## config.mk

```make
export PLATFORM = sky130hd
export DESIGN_NAME = serial_exec_unit
export DESIGN_NICKNAME = d
export VERILOG_FILES = /design/src/rtl/cpu_pkg.sv /design/src/rtl/serial_alu_slice.sv /design/src/rtl/serial_exec_unit.sv
export SDC_FILE = /design/constraint.sdc
export NUM_CORES = 1
export LEC_CHECK = 0
export ABC_CLOCK_PERIOD_IN_PS = 6090
export CELL_PAD_IN_SITES_DETAIL_PLACEMENT = 1
export CELL_PAD_IN_SITES_GLOBAL_PLACEMENT = 1
export CORE_MARGIN = 5
export CORE_UTILIZATION = 50
export DETAILED_ROUTE_END_ITERATION = 10
export PLACE_DENSITY_LB_ADDON = 0.1
export REMOVE_ABC_BUFFERS = 1
export SLEW_MARGIN = 10
export SYNTH_ARGS = -nofsm -noshare
export SYNTH_HDL_FRONTEND = slang
export SYNTH_HIERARCHICAL = 1
export SYNTH_SLANG_ARGS = --single-unit
```

## constraint.sdc

```tcl
create_clock -name clk -period 6.09 [get_ports clk]
set_input_delay 1.218 -clock clk [delete_from_list [all_inputs] [get_ports clk]]
set_output_delay 1.218 -clock clk [all_outputs]
set_load 0.02 [all_outputs]
```

## src/rtl/cpu_pkg.sv

```systemverilog
// Shared definitions for the bit-serial execution stage: opcodes, instruction
// field positions, FSM encoding and opcode-class helpers.
package cpu_pkg;

  localparam int unsigned DATA_W_DEF = 8;

  localparam logic [3:0] OP_NOP  = 4'h0;
  localparam logic [3:0] OP_LDI  = 4'h1;
  localparam logic [3:0] OP_ADD  = 4'h2;
  localparam logic [3:0] OP_SUB  = 4'h3;
  localparam logic [3:0] OP_AND  = 4'h4;
  localparam logic [3:0] OP_OR   = 4'h5;
  localparam logic [3:0] OP_XOR  = 4'h6;
  localparam logic [3:0] OP_ADDI = 4'h7;
  localparam logic [3:0] OP_SHL  = 4'h8;
  localparam logic [3:0] OP_MOV  = 4'h9;
  localparam logic [3:0] OP_OUT  = 4'hA;

  localparam int unsigned REG_AW  = 2;
  localparam int unsigned RD_LSB  = 10;
  localparam int unsigned RS_LSB  = 8;
  localparam int unsigned IMM_LSB = 0;
  localparam int unsigned IMM_W   = 8;

  typedef enum logic [1:0] {
    StIdle  = 2'd0,
    StShift = 2'd1,
    StWb    = 2'd2
  } state_e;

  function automatic logic op_writes_rd(input logic [3:0] op);
    logic w;
    case (op)
      OP_LDI, OP_ADD, OP_SUB, OP_AND, OP_OR, OP_XOR,
      OP_ADDI, OP_SHL, OP_MOV: w = 1'b1;
      default:                 w = 1'b0;
    endcase
    return w;
  endfunction

  function automatic logic op_arith_flags(input logic [3:0] op);
    logic f;
    case (op)
      OP_ADD, OP_SUB, OP_ADDI, OP_SHL: f = 1'b1;
      default:                         f = 1'b0;
    endcase
    return f;
  endfunction

  function automatic logic op_logic_flags(input logic [3:0] op);
    logic f;
    case (op)
      OP_AND, OP_OR, OP_XOR: f = 1'b1;
      default:               f = 1'b0;
    endcase
    return f;
  endfunction

endpackage

```

## src/rtl/serial_alu_slice.sv

```systemverilog
// One-bit ALU slice evaluated once per shift cycle; SUB inverts b here so the
// caller only has to seed the carry with 1.
module serial_alu_slice
  import cpu_pkg::*;
(
  input  logic       a,
  input  logic       b,
  input  logic       cin,
  input  logic [3:0] opcode,
  output logic       r,
  output logic       cout
);

  logic b_eff;

  always_comb begin
    b_eff = (opcode == OP_SUB) ? ~b : b;
    r     = 1'b0;
    cout  = 1'b0;
    case (opcode)
      OP_ADD, OP_SUB, OP_ADDI, OP_SHL: begin
        r    = a ^ b_eff ^ cin;
        cout = (a & b_eff) | (a & cin) | (b_eff & cin);
      end
      OP_AND:         r = a & b;
      OP_OR:          r = a | b;
      OP_XOR:         r = a ^ b;
      OP_LDI, OP_MOV: r = b;
      OP_OUT:         r = a;
      default:        r = 1'b0;
    endcase
  end

endmodule

```

## src/rtl/serial_exec_unit.sv

```systemverilog
// Bit-serial execution stage: captures one instruction on start, shifts it
// LSB-first through a 1-bit ALU slice, then writes back in a single cycle.
module serial_exec_unit
  import cpu_pkg::*;
#(
  parameter int unsigned DATA_W = DATA_W_DEF,
  parameter int unsigned NREGS  = 4
) (
  input  logic              clk,
  input  logic              rst,
  input  logic              start,
  input  logic [3:0]        opcode,
  input  logic [11:0]       instr,
  output logic              busy,
  output logic              done,
  output logic [DATA_W-1:0] out_result,
  output logic              flag_z,
  output logic              flag_c
);

  localparam int unsigned CntW = (DATA_W > 1) ? $clog2(DATA_W) : 1;
  localparam logic [CntW-1:0] CntLast = CntW'(DATA_W - 1);

  state_e state_q, state_d;

  logic [CntW-1:0]   count_q;
  logic [3:0]        op_q;
  logic [REG_AW-1:0] rd_q;
  logic [DATA_W-1:0] a_q, b_q, r_q;
  logic              carry_q;
  logic              done_q;
  logic [DATA_W-1:0] out_q;
  logic              z_q, c_q;
  logic [DATA_W-1:0] regs_q [NREGS];

  logic [REG_AW-1:0] rd_f, rs_f;
  logic [IMM_W-1:0]  imm_f;
  logic [DATA_W-1:0] b_sel;
  logic              r_bit, cout_bit;

  assign rd_f  = instr[RD_LSB +: REG_AW];
  assign rs_f  = instr[RS_LSB +: REG_AW];
  assign imm_f = instr[IMM_LSB +: IMM_W];

  // B carries the second operand; SHL doubles rd by adding it to itself.
  always_comb begin
    b_sel = regs_q[rs_f];
    if (opcode == OP_LDI || opcode == OP_ADDI) begin
      b_sel = DATA_W'(imm_f);
    end else if (opcode == OP_SHL) begin
      b_sel = regs_q[rd_f];
    end
  end

  serial_alu_slice u_slice (
    .a      (a_q[0]),
    .b      (b_q[0]),
    .cin    (carry_q),
    .opcode (op_q),
    .r      (r_bit),
    .cout   (cout_bit)
  );

  always_ff @(posedge clk) begin
    if (rst) begin
      state_q <= StIdle;
    end else begin
      state_q <= state_d;
    end
  end

  always_comb begin
    state_d = state_q;
    case (state_q)
      StIdle:  if (start) state_d = StShift;
      StShift: if (count_q == CntLast) state_d = StWb;
      StWb:    state_d = StIdle;
      default: state_d = StIdle;
    endcase
  end

  always_comb begin
    busy = (state_q != StIdle);
  end

  always_ff @(posedge clk) begin
    if (rst) begin
      count_q <= '0;
      op_q    <= OP_NOP;
      rd_q    <= '0;
      a_q     <= '0;
      b_q     <= '0;
      r_q     <= '0;
      carry_q <= 1'b0;
      done_q  <= 1'b0;
      out_q   <= '0;
      z_q     <= 1'b0;
      c_q     <= 1'b0;
      for (int i = 0; i < NREGS; i++) begin
        regs_q[i] <= '0;
      end
    end else begin
      done_q <= (state_q == StWb);
      case (state_q)
        StIdle: begin
          if (start) begin
            op_q    <= opcode;
            rd_q    <= rd_f;
            a_q     <= regs_q[rd_f];
            b_q     <= b_sel;
            r_q     <= '0;
            carry_q <= (opcode == OP_SUB);
            count_q <= '0;
          end
        end
        StShift: begin
          r_q     <= {r_bit, r_q[DATA_W-1:1]};
          a_q     <= a_q >> 1;
          b_q     <= b_q >> 1;
          carry_q <= cout_bit;
          count_q <= count_q + 1'b1;
        end
        StWb: begin
          if (op_writes_rd(op_q)) begin
            regs_q[rd_q] <= r_q;
          end
          if (op_q == OP_OUT) begin
            out_q <= r_q;
          end
          if (op_arith_flags(op_q)) begin
            z_q <= (r_q == '0);
            c_q <= carry_q;
          end else if (op_logic_flags(op_q)) begin
            z_q <= (r_q == '0);
            c_q <= 1'b0;
          end
        end
        default: ;
      endcase
    end
  end

  assign done       = done_q;
  assign out_result = out_q;
  assign flag_z     = z_q;
  assign flag_c     = c_q;

endmodule

```

======== After elaboration in Yosys (flattened, before gate mapping) ========
Memory sizes are Yosys's and may differ from the RTL's. A register that Yosys moved wholly into a read port is not among the register bits.
Index checks and enable logic that the tools add are counted.
word-level totals
  register bits ........................... 47
  latch bits .............................. 0
  memory bits (writable) .................. 32
  bits in read-only memories .............. 16
  input port bits ......................... 19
  output and inout bits ................... 12
  logic and storage cells ................. 102
  memories ................................ 2
memory list
  memory           words  width  rd ports  clocked after Yosys merged registers in  write ports  line                    text
  regs_q           4      8      2         0                                        4            serial_exec_unit.sv:34  logic [DATA_W-1:0] regs_q [NREGS];
  (no name shown)  16     1      1         1                                        0            cpu_pkg.sv:33           case (op)
operators by class
  add/sub/neg operators ................... 1
  multiply operators ...................... 0
  divide/modulo/power cells ............... 0
  $lt $le $gt $ge ......................... 0
  eq/ne operators ......................... 19
  shifts and indexed selects .............. 0
  multiplexer cells ....................... 42
  bitwise gates (word level) .............. 11
  reductions and logical operators ........ 15
operator list
  kind                                                              count
  8-bit two-way mux                                                 6
  8-bit one-hot mux with 2 select lines                             3
  1-bit two-way mux                                                 23
  4-bit by 3-bit == test with 1-bit output (second input constant)  5
  4-bit == test (second input constant)                             4
  4-bit by 2-bit == test with 1-bit output (second input constant)  3
  2-bit AND reduction                                               5
  4-bit by 1-bit == test with 1-bit output (second input constant)  2
  8-bit logical NOT                                                 1
  4-bit two-way mux                                                 2
  8-bit OR reduction                                                1
  2-bit two-way mux                                                 3
  1-bit one-hot mux with 6 select lines                             1
  3-bit one-hot mux with 2 select lines                             1
  2-bit nonzero test                                                3
  1-bit AND                                                         4
  2-bit != test (second input constant)                             2
  2-bit one-hot mux with 2 select lines                             1
  4-bit OR reduction                                                1
  3-bit by 1-bit adder with 3-bit output (second input constant)    1
  3-bit == test (second input constant)                             1
  3-bit two-way mux                                                 1
  1-bit bitwise OR                                                  3
  3-bit OR reduction                                                1
  other kinds (8)                                                   10

======== Logic depth before layout (Yosys ltp) ========
Gate-level depths: netlist of run 1.
  word-level depth ........................ 10
  depth in mapped cells ................... 7
  gate-level depth less buffers ........... 7

======== By module ========
The synthesis of run 1 kept the hierarchy.
modules (own cells, without submodules)
  module            times used  cells each  area each (um2)  sequential area each (um2)
  serial_exec_unit  1           335         3756.1           1921.8
  serial_alu_slice  1           23          177.7            0.0

======== Worst setup path after synthesis of run 1 ========
No wires, ideal clock.
  kind .................................... input to register
  start ................................... in instr[8]
  end ..................................... reg b_q[6]
  library setup time ...................... 0.120 ns
  arrival time ............................ 2.319 ns
  required time ........................... 5.970 ns
  path slack .............................. 3.651 ns
  stages on the path ...................... 5
  buffers on the path ..................... 1
  path through ............................ buf_4 mux4_2 mux2i_1 nor3_1 a211o_1
between the ends
  word-level cells in the longest chain between the ends .. 5
ends and longest elaborated chain
  what                                   line                     text
  start: declaration                     serial_exec_unit.sv:13   input logic [11:0] instr,
  memory read 4 x 8 bit                  n/a
  8-bit two-way mux                      serial_exec_unit.sv:50   end else if (opcode == OP_SHL) begin
  8-bit two-way mux                      serial_exec_unit.sv:48   if (opcode == OP_LDI || opcode == OP_ADDI) begin
  8-bit two-way mux                      serial_exec_unit.sv:106  if (start) begin
  8-bit one-hot mux with 2 select lines  serial_exec_unit.sv:104  case (state_q)
  end signal: assignment                 serial_exec_unit.sv:110  b_q <= b_sel;
  end signal: assignment                 serial_exec_unit.sv:119  b_q <= b_q >> 1;
  end: declaration                       serial_exec_unit.sv:29   logic [DATA_W-1:0] a_q, b_q, r_q;
No other way between the ends. The select of a mux whose other input is x is not followed.
A chain may end at the register's enable or synchronous reset.

==> results of run 1 <==
==> kinds of logic (layout without fill, tap and decap cells) <==
group           after synthesis  count (layout)  share of synthesized area
flops                        80              80                      0.489
mux                          30              30                      0.128
simple gates                143             143                      0.199
compound gates               70              70                      0.126
buf+inv                      28              55                     0.0334
fa+ha+maj                     5               5                     0.0178
xor+xnor                      2               2                    0.00636
==> final cells by class <==
cell class	count	share of cell area
well taps	102	0.0284
clock inverters	7	0.0175
flip-flops and latches	80	0.428
multi-input cells	250	0.420
repair buffers	35	0.0752
inverters	4	0.00334
clock buffers	9	0.0276
==> power by group through the flow <==
stage	clock network, mW	registers, mW	logic [mW]
2_1_floorplan	0	0.603	0.0802
3_3_place_gp	0	0.610	0.123
3_5_place_dp	0	0.612	0.128
4_1_cts	0.416	0.599	0.129
5_1_grt	0.437	0.603	0.140
6_report	0.411	0.599	0.129
==> metrics by stage <==
step	instances	hold WS [ps]	util	worst slack [ps]	total power [mW]
floorplan	334	425	-	2850	0.683
global placement	471	446	0.558	2560	0.732
detailed placement	471	450	0.558	2410	0.740
CTS	487	459	0.585	2790	1.14
global route	487	481	0.585	2660	1.18
finish	487	458	0.585	2780	1.14
==> synth_stat cells, drive strengths merged, types with 7 or more instances <==
master	count	area share
edfxtp	32	0.24
a22o	10	0.022
and2	33	0.052
buf	14	0.020
nor3	17	0.024
mux4	16	0.093
nand3	9	0.011
a311oi	7	0.016
nor2	21	0.020
a31oi	10	0.016
a21oi	20	0.025
mux2i	13	0.033
nor2b	9	0.014
a211o	7	0.016
nand2	29	0.028
clkbuf	10	0.0095
dfxtp	48	0.24
==> sequential cells by signal, indices dropped and copies added (netlist names), 2 cells and up, named ones only <==
name        flops
regs_q         32
b_q             8
out_result      8
op_q            4
a_q             8
rd_q            2
state_q         2
count_q         3
r_q             8
==> path summary, 6_finish.rpt <==
| kind | startpoint | endpoint | cells past startpoint |
|---|---|---|---|
| min reg2reg | out_result[6] | out_result[6] | 2 |
| min | out_result[6] | out_result[6] | 2 |
| max | rst | regs_q[2][2] | 5 |
| max reg2reg | state_q[0] | r_q[5] | 3 |
==> routing by layer <==
metal  up-vias  GRT usage  part of all wire
li1       1381          -                 -
met1      1475      0.273              0.46
met2        51      0.367              0.50
met3        13     0.0439             0.030
met4         0     0.0515             0.011
met5         -          0                 0
==> critical path: cells and delay by family <==
| kind | cells | cell delay, ps |
|---|---|---|
| buffers and inverters | 2 | 1420 |
| and+or+nand+nor | 3 | 780 |
==> results.md, run 1 <==
* Outcome: finished, final reports clean
* DR vias/cell at 6.00
* Switch share at 0.270
* Crit path required time at 6210 ps
* CORE AREA at 7690 um2
* First-pass GRT wire length at 16200 um
* Int Pwr at 0.831 mW
* Fill count at 832
* Post-Syn Instances at 358
* Actual slew at the worst max-slew pin at 1190 ps
* Ratio of cells with drive above 1 in the final layout at 0.122
* Worst Skew at 12.1 ps
* Sequential fraction of the synthesis area at 0.489
* Post-Route WL at 10000 um
* Full die area at 9740 um2
* DRT Pass-1 Iters at 4
* Die Wd at 98.7 um
* Crit path DAT at 3420 ps
* Routability cong. at 0.793
* Post-CTS Setup Repair Bufs at 0
* Sequential share of power at 0.526
* Critical path cell sequence: clkdlybuf4s50_1 -> buf_4 -> and3b_1 -> and3_1 -> and2_1
* Num CTS Buffers at 9
* Clock power share at 0.361
* Fraction of registers with async set/reset at 0
* # rows at 32
* CTS Buffer Depth at 2
* Slew headroom at 0.201
* DR WL/cell at 20.6 um
* Top FF cell, synth: dfxtp_1
* Peak VDD IR at 0.159 mV
* Area after DPL at 4290 um2
* I/O Buffers at 30
* Seq. cell area at 1920 um2
* Post-DP HPWL at 7300 um
* TNS Setup at 0 ps
* Post-synth EDFFs at 32
* Tcrit/Tclk final at 0.543
* Clock latency on the worst-skew pair at 360 ps
* Final Hold Fails at 0
* Critical Path End Type: register
* Clk pin slew, worst setup/hold paths at 90 ps
* Chip height at 98.7 um
* Effective utilization at floorplan at 0.512
* CTS tree: built
* Worst hold path class: reg2reg
* Clock Sinks at 80
* Combinational share of power at 0.113
* CTS Root Cell: clkbuf_8
* Number of max-cap violations at 0
* Worst reg2reg setup slack at 3690 ps
* Initial DRC count at 123
* Drt drc at 0
* Layout overhead on the synthesized area at 14.2%
* # IOs at 31
* Routed vias at 2920
* Total grt overflow at 0
* Largest net degree at the start of global routing at 28
* Static leakage at 1.65 nW
* Fin area at 4490 um2
* Final slew viol count at 0
* Final number of setup-violating endpoints at 0
* Crit-path max cell delay at 1030 ps
* # diodes at 0
* FMAX at 0.303 GHz
* Yosys reg bits at 80
* Number of library cell types mapped by synthesis at 51
* WS Path Type: in2reg
* CP Launch Type: input pin
* Most frequent cells in the layout: dfxtp_1 (48), and2_1 (33), edfxtp_1 (32)
* Gr usage total at 0.212
* Final #Nets at 404
* Synth Area per Inst at 11.0 um2
* Slowest-stage cell, CP: clkdlybuf4s50_1
* Initial antenna violation count at 0
* Synth Warn # at 6
* P per Cell Area at 253 nW/um2
* Synthesized area at 3930 um2
* Cts hold-fix bufs at 0
* P_sw at 0.308 mW
* H-Tree Depth at 3
* Commonest non-fill, non-tap cell in the layout: dfxtp_1
* Post-cts sizing count at 0
* CP Max Fanout at 21
* RSZ-0062 raised after global routing: no
* Multi-input gate area at 1890 um2
* Vias in the first global route at 3068
* Antenna-violating nets left at 0
* Final Critical Period at 3310 ps
No activity file was read; power rests on OpenSTA's default activity.
==> run 2: changes to the inputs <==
--- a/config.mk
+++ b/config.mk
@@ -5,11 +5,11 @@
 export SDC_FILE = /design/constraint.sdc
 export NUM_CORES = 1
 export LEC_CHECK = 0
-export ABC_CLOCK_PERIOD_IN_PS = 6090
+export ABC_CLOCK_PERIOD_IN_PS = 2900
 export CELL_PAD_IN_SITES_DETAIL_PLACEMENT = 1
 export CELL_PAD_IN_SITES_GLOBAL_PLACEMENT = 1
 export CORE_MARGIN = 5
-export CORE_UTILIZATION = 50
+export CORE_UTILIZATION = 42
 export DETAILED_ROUTE_END_ITERATION = 10
 export PLACE_DENSITY_LB_ADDON = 0.1
 export REMOVE_ABC_BUFFERS = 1
==> constraint.sdc (replaced) <==
create_clock -name clk -period 2.9 [get_ports clk]
set_input_delay 0.58 -clock clk [delete_from_list [all_inputs] [get_ports clk]]
set_output_delay 0.58 -clock clk [all_outputs]
set_load 0.02 [all_outputs]
==> results.md, run 2 (same netlist as run 1, synthesis figures left out) <==
* DR WL/cell at 18.5 um
* Final number of setup-violating endpoints at 0
* Worst hold start: out_result[6]
* Initial antenna violation count at 0
* Crit-path max cell delay at 530 ps
* DRT Pass-1 Iters at 4
* I/O Buffers at 30
* Initial DRC count at 77
* Routability cong. at 0.714
* Chip height at 107 um
* Crit path from: op_q[0]
* P per Cell Area at 534 nW/um2
* CTS Buffer Depth at 2
* Post-Route WL at 9390 um
* First-pass GRT wire length at 15500 um
* Number of max-cap violations at 0
* WS Path Type: reg2reg
* Area after DPL at 4390 um2
* Post-CTS Setup Repair Bufs at 0
* # IOs at 31
* Clk pin slew, worst setup/hold paths at 90 ps
* Post-DP HPWL at 7070 um
* TNS Setup at 0 ps
* Largest Register: regs_q
* Total grt overflow at 0
* Final slew viol count at 0
* Final #Nets at 416
* Outcome: finished, final reports clean
* H-Tree Depth at 3
* Num CTS Buffers at 9
* Drt drc at 0
* Antenna-violating nets left at 0
* CTS Root Cell: clkbuf_8
* Slowest-stage cell, CP: dfxtp_1
* RSZ-0062 raised after global routing: no
* Post-cts sizing count at 0
* Tcrit/Tclk final at 0.819
* FMAX at 0.421 GHz
* Layout overhead on the synthesized area at 17.4%
* Actual slew at the worst max-slew pin at 889 ps
* Largest net degree at the start of global routing at 19
* CP Launch Type: register
* Routed vias at 2843
* Final Hold Fails at 0
* Final core utilization at 0.502
* Max reg flops at 32
* # rows at 35
* Die Wd at 107 um
* Clock latency on the worst-skew pair at 350 ps
* Full die area at 11400 um2
* Peak VDD IR at 0.271 mV
* Effective utilization at floorplan at 0.428
* Final Critical Period at 2380 ps
* Final Power at 2.47 mW
* Gr usage total at 0.175
* Slew headroom at 0.405
* # diodes at 0
* Crit path DAT at 2620 ps
* Cts hold-fix bufs at 0
* CP Max Fanout at 10
* Ratio of cells with drive above 1 in the final layout at 0.149
* Worst Skew at 9.60 ps
* Commonest non-fill, non-tap cell in the layout: dfxtp_1
* Crit path required time at 3140 ps
* R2r startpoint: op_q[0]
* Critical Path End Type: register
* Clock Sinks at 80
* CORE AREA at 9200 um2
* Fin area at 4620 um2
* Worst hold path class: reg2reg
* Most frequent cells in the layout: dfxtp_1 (48), and2_1 (33), edfxtp_1 (32)
* Vias in the first global route at 3032
* Static leakage at 1.72 nW
* Critical path cell sequence: and4bb_1 -> xnor2_1 -> fa_1 -> a31oi_1 -> a2bb2oi_1 -> o211ai_1 -> a22o_1
* DR vias/cell at 5.60
* CTS tree: built
run 2: layout make-up:
cell class	instances	area, um2
clock buffer	9	124
clock inverter	7	103
fill	1004	4580
inverter	4	15.0
multi-input combinational	250	1890
sequential	80	1920
tap	111	139
timing repair buffer	47	428
run 2: routing by layer:
metal	global-route usage	up-vias	wire (um)
met5	0	-	0
met4	0.0603	0	143
met3	0.0325	13	204
met2	0.309	32	4770
met1	0.213	1397	4270
li1	-	1401	-
run 2: power breakdown:
part	leakage, nW	switching [mW]	internal, mW	total (mW)
clock	0.110	0.441	0.494	0.935
sequential	0.722	0.0374	1.21	1.25
combinational	0.887	0.150	0.132	0.282
total	1.72	0.628	1.84	2.47
run 2: through the flow:
stage	hold slack (ps)	setup WS (ps)	cells
floorplan	425	301	334
global placement	445	326	492
detailed placement	450	256	492
CTS	465	549	508
global route	487	377	508
finish	460	524	508
run 2: worst max-delay path: cells and delay by family (launching register included):
kind	cells	cell delay [ps]
flops	1	530
simple gates	1	270
compound gates	4	850
xor+xnor	1	150
fa+ha+maj	1	470
run 2: worst paths after layout:
check | to | slack, ps | cells after the start
min | out_result[6] | 460 | 2
max | r_q[7] | 520 | 7
min reg2reg | out_result[6] | 460 | 2
max reg2reg | r_q[7] | 520 | 7
==> edit 1 (config.mk and constraints of run 2) <==
Encoding of `state_e`: now one-hot (3 bits for 3 states).
--- a/src/rtl/cpu_pkg.sv
+++ b/src/rtl/cpu_pkg.sv
@@ -22,10 +22,10 @@
   localparam int unsigned IMM_LSB = 0;
   localparam int unsigned IMM_W   = 8;
 
-  typedef enum logic [1:0] {
-    StIdle  = 2'd0,
-    StShift = 2'd1,
-    StWb    = 2'd2
+  typedef enum logic [2:0] {
+    StIdle  = 3'b001,
+    StShift = 3'b010,
+    StWb    = 3'b100
   } state_e;
 
   function automatic logic op_writes_rd(input logic [3:0] op);
Formal check against the unedited RTL: no difference found for any inputs over 10 cycles, from zero or initial values and one cycle with rst high; not proved beyond that.
==> edit 1 against run 2 <==
Total power fell by 6.1%. Cell count is 6.3% higher. Wire length increased by 8.4%. Worst setup slack worse by 130 ps. Area after synthesis grew 3.6%. Register-to-register slack got worse by 80 ps. Sequential cell count is 1 higher. Design area up 2.2%. Largest power group unchanged.
==> edit 1: results (changes against run 2) <==
* Status: finished, final reports clean
* Worst-path maximum fanout at 9 (-1)
* Yosys cell types at 58 (+14%)
* Gpl congestion at 0.7561 (+5.9%)
* Synth Flop Type: dfxtp_1
* Static leakage at 1.617 nW (-5.9%)
* Final wirelength at 10180 µm (+8.4%)
* Initial antenna violation count at 0 (unchanged)
* EDFF count, synth at 32 (unchanged)
* Post-synth ARST share at 0% (unchanged)
* Placed insts at 524 (+6.5%)
* Clock power frac at 31.8% (-6.1 points)
* Via count at 2958 (+4.0%)
* TritonCTS clock tree: done
* Max reg flops at 32 (unchanged)
* Ant diodes at 0 (unchanged)
* Power share of the combinational group at 12.9% (+1.5 points)
* 1st-pass router iterations at 4 (unchanged)
* R2R Path End: r_q[7]
* Postcts setup bufs at 0 (unchanged)
* Total Routing Usage GR at 18.74% (+1.3 points)
* Initial DRC count at 89 (+16%)
* WP data arrival at 1930 ps (-690 ps)
* Share of cells above drive strength 1 at 16.95% (+2.1 points)
* Maximum vdd drop at 254.9 µV (-5.8%)
* Internal power at 1.691 mW (-8.0%)
* Worst Clk Skew at 10.10 ps (+0.5095 ps)
* Pin count of the biggest net entering global routing at 56 (+37)
* Hold depth at 2 (unchanged)
* Clk buf depth at 2 (unchanged)
* H-tree depth at 3 (unchanged)
* Post-cts resize count at 0 (unchanged)
* Crit-path leading delay family: flip-flops
* Syn avg cell area at 11.10 µm² (+1.1%)
* Detailed Place HPWL at 7380 µm (+4.4%)
* Reg-to-Reg Start: op_q[2]
* Vias in the first global route at 3203 (+5.6%)
* Hold EP: a_q[5]
* R2R Setup Slk at 440 ps (-80 ps)
* Worst Hold Launch: a_q[6]
* Clk Latency, worst-skew pair at 350 ps (about the same)
* Crit-path max cell delay at 560 ps (+30 ps)
* Final instance count without filler cells at 540 (+6.3%)
* Final net count at 426 (+2.4%)
* Reg2Reg Depth at 8 (+1)
* Seq/Total Area, Yosys at 47.65% (-1.2 points)
* CTS clk-pin slew, worst paths at 80 ps
* Number of port buffers at 30 (unchanged)
* Slew @ Worst Pin at 604.8 ps (-284.1 ps)
* Post-synth top cells: dfxtp_1, nand2_1, and2_1, edfxtp_1, nor2_1
* First-pass GRT wire length at 16910 µm (+8.8%)
* Synth area leaders: dfxtp_1, edfxtp_1, mux4_2
* CTS root buffer: clkbuf_8
## edit 1: how the worst max path moves through the flow
stage                     from  endpoint  slack, ps  cells after the start
floorplan                start    a_q[0]        140                      4
global placement     instr[10]    b_q[7]        310                      5
detailed placement   instr[10]    b_q[7]        260                      5
CTS                 state_q[0]      busy        350                      2
global route           op_q[2]    r_q[7]        220                      8
finish              state_q[0]      busy        390                      2
## edit 1: layer usage
metal	global-route usage (%)	share of wire (%)	vias up
met5	0	0	-
met4	4.599	0.57	0
met3	4.896	3.4	5
met2	32.22	50	43
met1	23.49	46	1475
li1	-	-	1435
## edit 1: cell families after synthesis
kind of cell / synth area share, %
and+or+nand+nor: 24.29
AOI/OAI and AO/OA: 12.19
adders and majority gates: 1.719
xor gates and xnor gates: 0.6142
DFF: 47.65
buffers and inverters: 3.131
muxes: 10.41
## edit 1: final cells by class
type | count | area, µm²
fillers | 1091 | 4918
multi-input cells | 261 | 2021
flip-flops and latches | 81 | 1942
repair buffers | 46 | 415.4
well taps | 133 | 166.4
clock buffers | 11 | 131.4
clock inverters | 5 | 33.78
inverters | 3 | 11.26
## edit 1: stage by stage
stage	hold slack [ps]	cell area (µm²)	setup slack [ps]	total power [mW]
3_5_place_dp	449.9	4556	258.5	1.609
2_1_floorplan	426.2	3959	140.8	1.469
4_1_cts	462.1	4721	354.5	2.347
5_1_grt	471.2	4721	222.7	2.435
6_report	454.7	4721	390.7	2.317
3_3_place_gp	442.6	4556	310.2	1.595
## edit 1: worst reg2reg max path: cells and delay by family (launching register included)
family | cells | cell delay [ps]
AO/OA/AOI/OAI | 4 | 670
AND/OR/NAND/NOR | 2 | 350
adder cells (fa/ha/maj) | 1 | 480
XOR/XNOR | 1 | 210
flip-flops | 1 | 620
==> edit 2 (config.mk and constraints of run 2) <==
Made on the original files. The parameter `NREGS` goes from 4 to 16.
--- a/src/rtl/serial_exec_unit.sv
+++ b/src/rtl/serial_exec_unit.sv
@@ -4,7 +4,7 @@
   import cpu_pkg::*;
 #(
   parameter int unsigned DATA_W = DATA_W_DEF,
-  parameter int unsigned NREGS  = 4
+  parameter int unsigned NREGS  = 16
 ) (
   input  logic              clk,
   input  logic              rst,
Behaviour: same outputs for any inputs over 10 cycles, from zero or initial values and one cycle with rst high; that may be too few to reach the edited logic, so the function may still have changed.
==> edit 2 against run 2 <==
Wire length rose by 4.6%. Sequential cell count did not move. Count of clock-buffer cells in the layout increased by 4. Non-clock buffer count down 2. Worst hold slack improved by 9.0 ps. Area after synthesis is 0.22% lower. Design area down 1.1%. Total power decreased by 4.2%. Worst setup slack improved by 52 ps.
==> edit 2: results (changes against run 2) <==
* Worst-path maximum fanout at 11 (+1)
* Synth warn at 6 (unchanged)
* Worst Clk Skew at 11.34 ps (+1.742 ps)
* Fillers at 1005 (+0.10%)
* Postcts setup bufs at 0 (unchanged)
* Gpl congestion at 0.7062 (-1.1%)
* Hold crit path type: register to register
* Cell Area, Placed at 0.004365 mm² (-0.57%)
* Post-cts resize count at 0 (unchanged)
* Internal power at 1.765 mW (-4.0%)
* Worst Hold Launch: flag_z
* Wirelength per Cell at 19.72 µm (+6.7%)
* WHS at 469.3 ps (+9.030 ps)
* Storage cell area at 0.001922 mm² (unchanged)
* Initial DRC count at 93 (+21%)
* Hold EP: flag_z
* Total Routing Usage GR at 18.68% (+1.2 points)
* Static leakage at 1.767 nW (+2.8%)
* Post-synth ARST share at 0% (unchanged)
* Synth Flop Type: dfxtp_1
* R2R Path End: r_q[7]
* Clk Latency, worst-skew pair at 350 ps (about the same)
* Yosys cell types at 54 (+5.9%)
* Vias in the first global route at 3127 (+3.1%)
* Share of cells above drive strength 1 at 16.02% (+1.2 points)
* Detailed Place HPWL at 7300 µm (+3.3%)
* Vias per cell at 5.711 (+2.0%)
* 1st-pass router iterations at 4 (unchanged)
* First-pass GRT wire length at 16600 µm (+6.8%)
* Pin count of the biggest net entering global routing at 50 (+31)
* Final net count at 406 (-2.4%)
* EDFF count, synth at 32 (unchanged)
* Number of port buffers at 30 (unchanged)
* R2R Setup Slk at 580 ps (+50 ps)
* Maximum vdd drop at 207.0 µV (-24%)
* Clk buf depth at 2 (unchanged)
* H-tree depth at 3 (unchanged)
* WP data arrival at 2570 ps (-50 ps)
* Post-synth top cells: dfxtp_1, and2_1, edfxtp_1
* Synth area leaders: dfxtp_1, edfxtp_1, mux4_2
* Max_slew headroom at 50.96% (+10 points)
* Setup TNS at 0 ps (unchanged)
* Seq/Total Area, Yosys at 48.96% (+0.11 points)
* Status: finished, final reports clean
edit 2: metal layers:
metal  up-vias  global-route usage [%]  wire (µm)
li1       1367                       -          -
met1      1435                   24.40       4475
met2        38                   31.47       4943
met3         4                   4.455        342
met4         0                   4.292         61
met5         -                       0          0
edit 2: cells by family (layout without fill, tap and decap cells):
group,Yosys count,in the layout,share of synthesized area (%)
fa+ha+maj,5,5,1.785
flops,80,80,48.96
simple gates,138,138,19.89
mux,35,35,14.38
compound gates,63,63,11.38
xor+xnor,2,2,0.4464
buf+inv,25,64,3.156
edit 2: stage by stage:
stage | cells | setup WS (ps)
after global routing | 498 | 444.8
final | 498 | 576.6
after detailed placement | 482 | 401.1
after floorplan | 326 | 316.5
after CTS | 498 | 564.3
after global placement | 482 | 482.6
edit 2: power groups by stage:
stage | registers (mW) | clock network (mW) | logic (mW)
2_1_floorplan | 1.26 | 0 | 0.168
3_3_place_gp | 1.27 | 0 | 0.273
3_5_place_dp | 1.27 | 0 | 0.283
4_1_cts | 1.25 | 0.871 | 0.284
5_1_grt | 1.25 | 0.920 | 0.312
6_report | 1.25 | 0.835 | 0.280
edit 2: how the worst max path moves through the flow:
stage	endpoint	from	depth (start not counted)
global route	r_q[7]	op_q[0]	7
CTS	busy	state_q[0]	2
finish	r_q[7]	op_q[0]	7
floorplan	b_q[3]	opcode[0]	4
detailed placement	b_q[3]	instr[10]	6
global placement	b_q[5]	instr[10]	6
edit 2: layout make-up:
cell class	instances	area share, %
clock buffers	13	3.999
clock inverters	3	0.4382
inverters	3	0.2465
multi-input cells	243	41.28
flip-flops and latches	80	42.07
well taps	111	3.040
repair buffers	45	8.929
edit 2: critical path, stage by stage (launching register included):
cell and delay [ps]:
dfxtp_1 570, and4bb_1 290, xnor2_1 140, fa_1 470, a31oi_1 200, a2bb2oi_1 200, o211ai_1 140, a22o_1 220
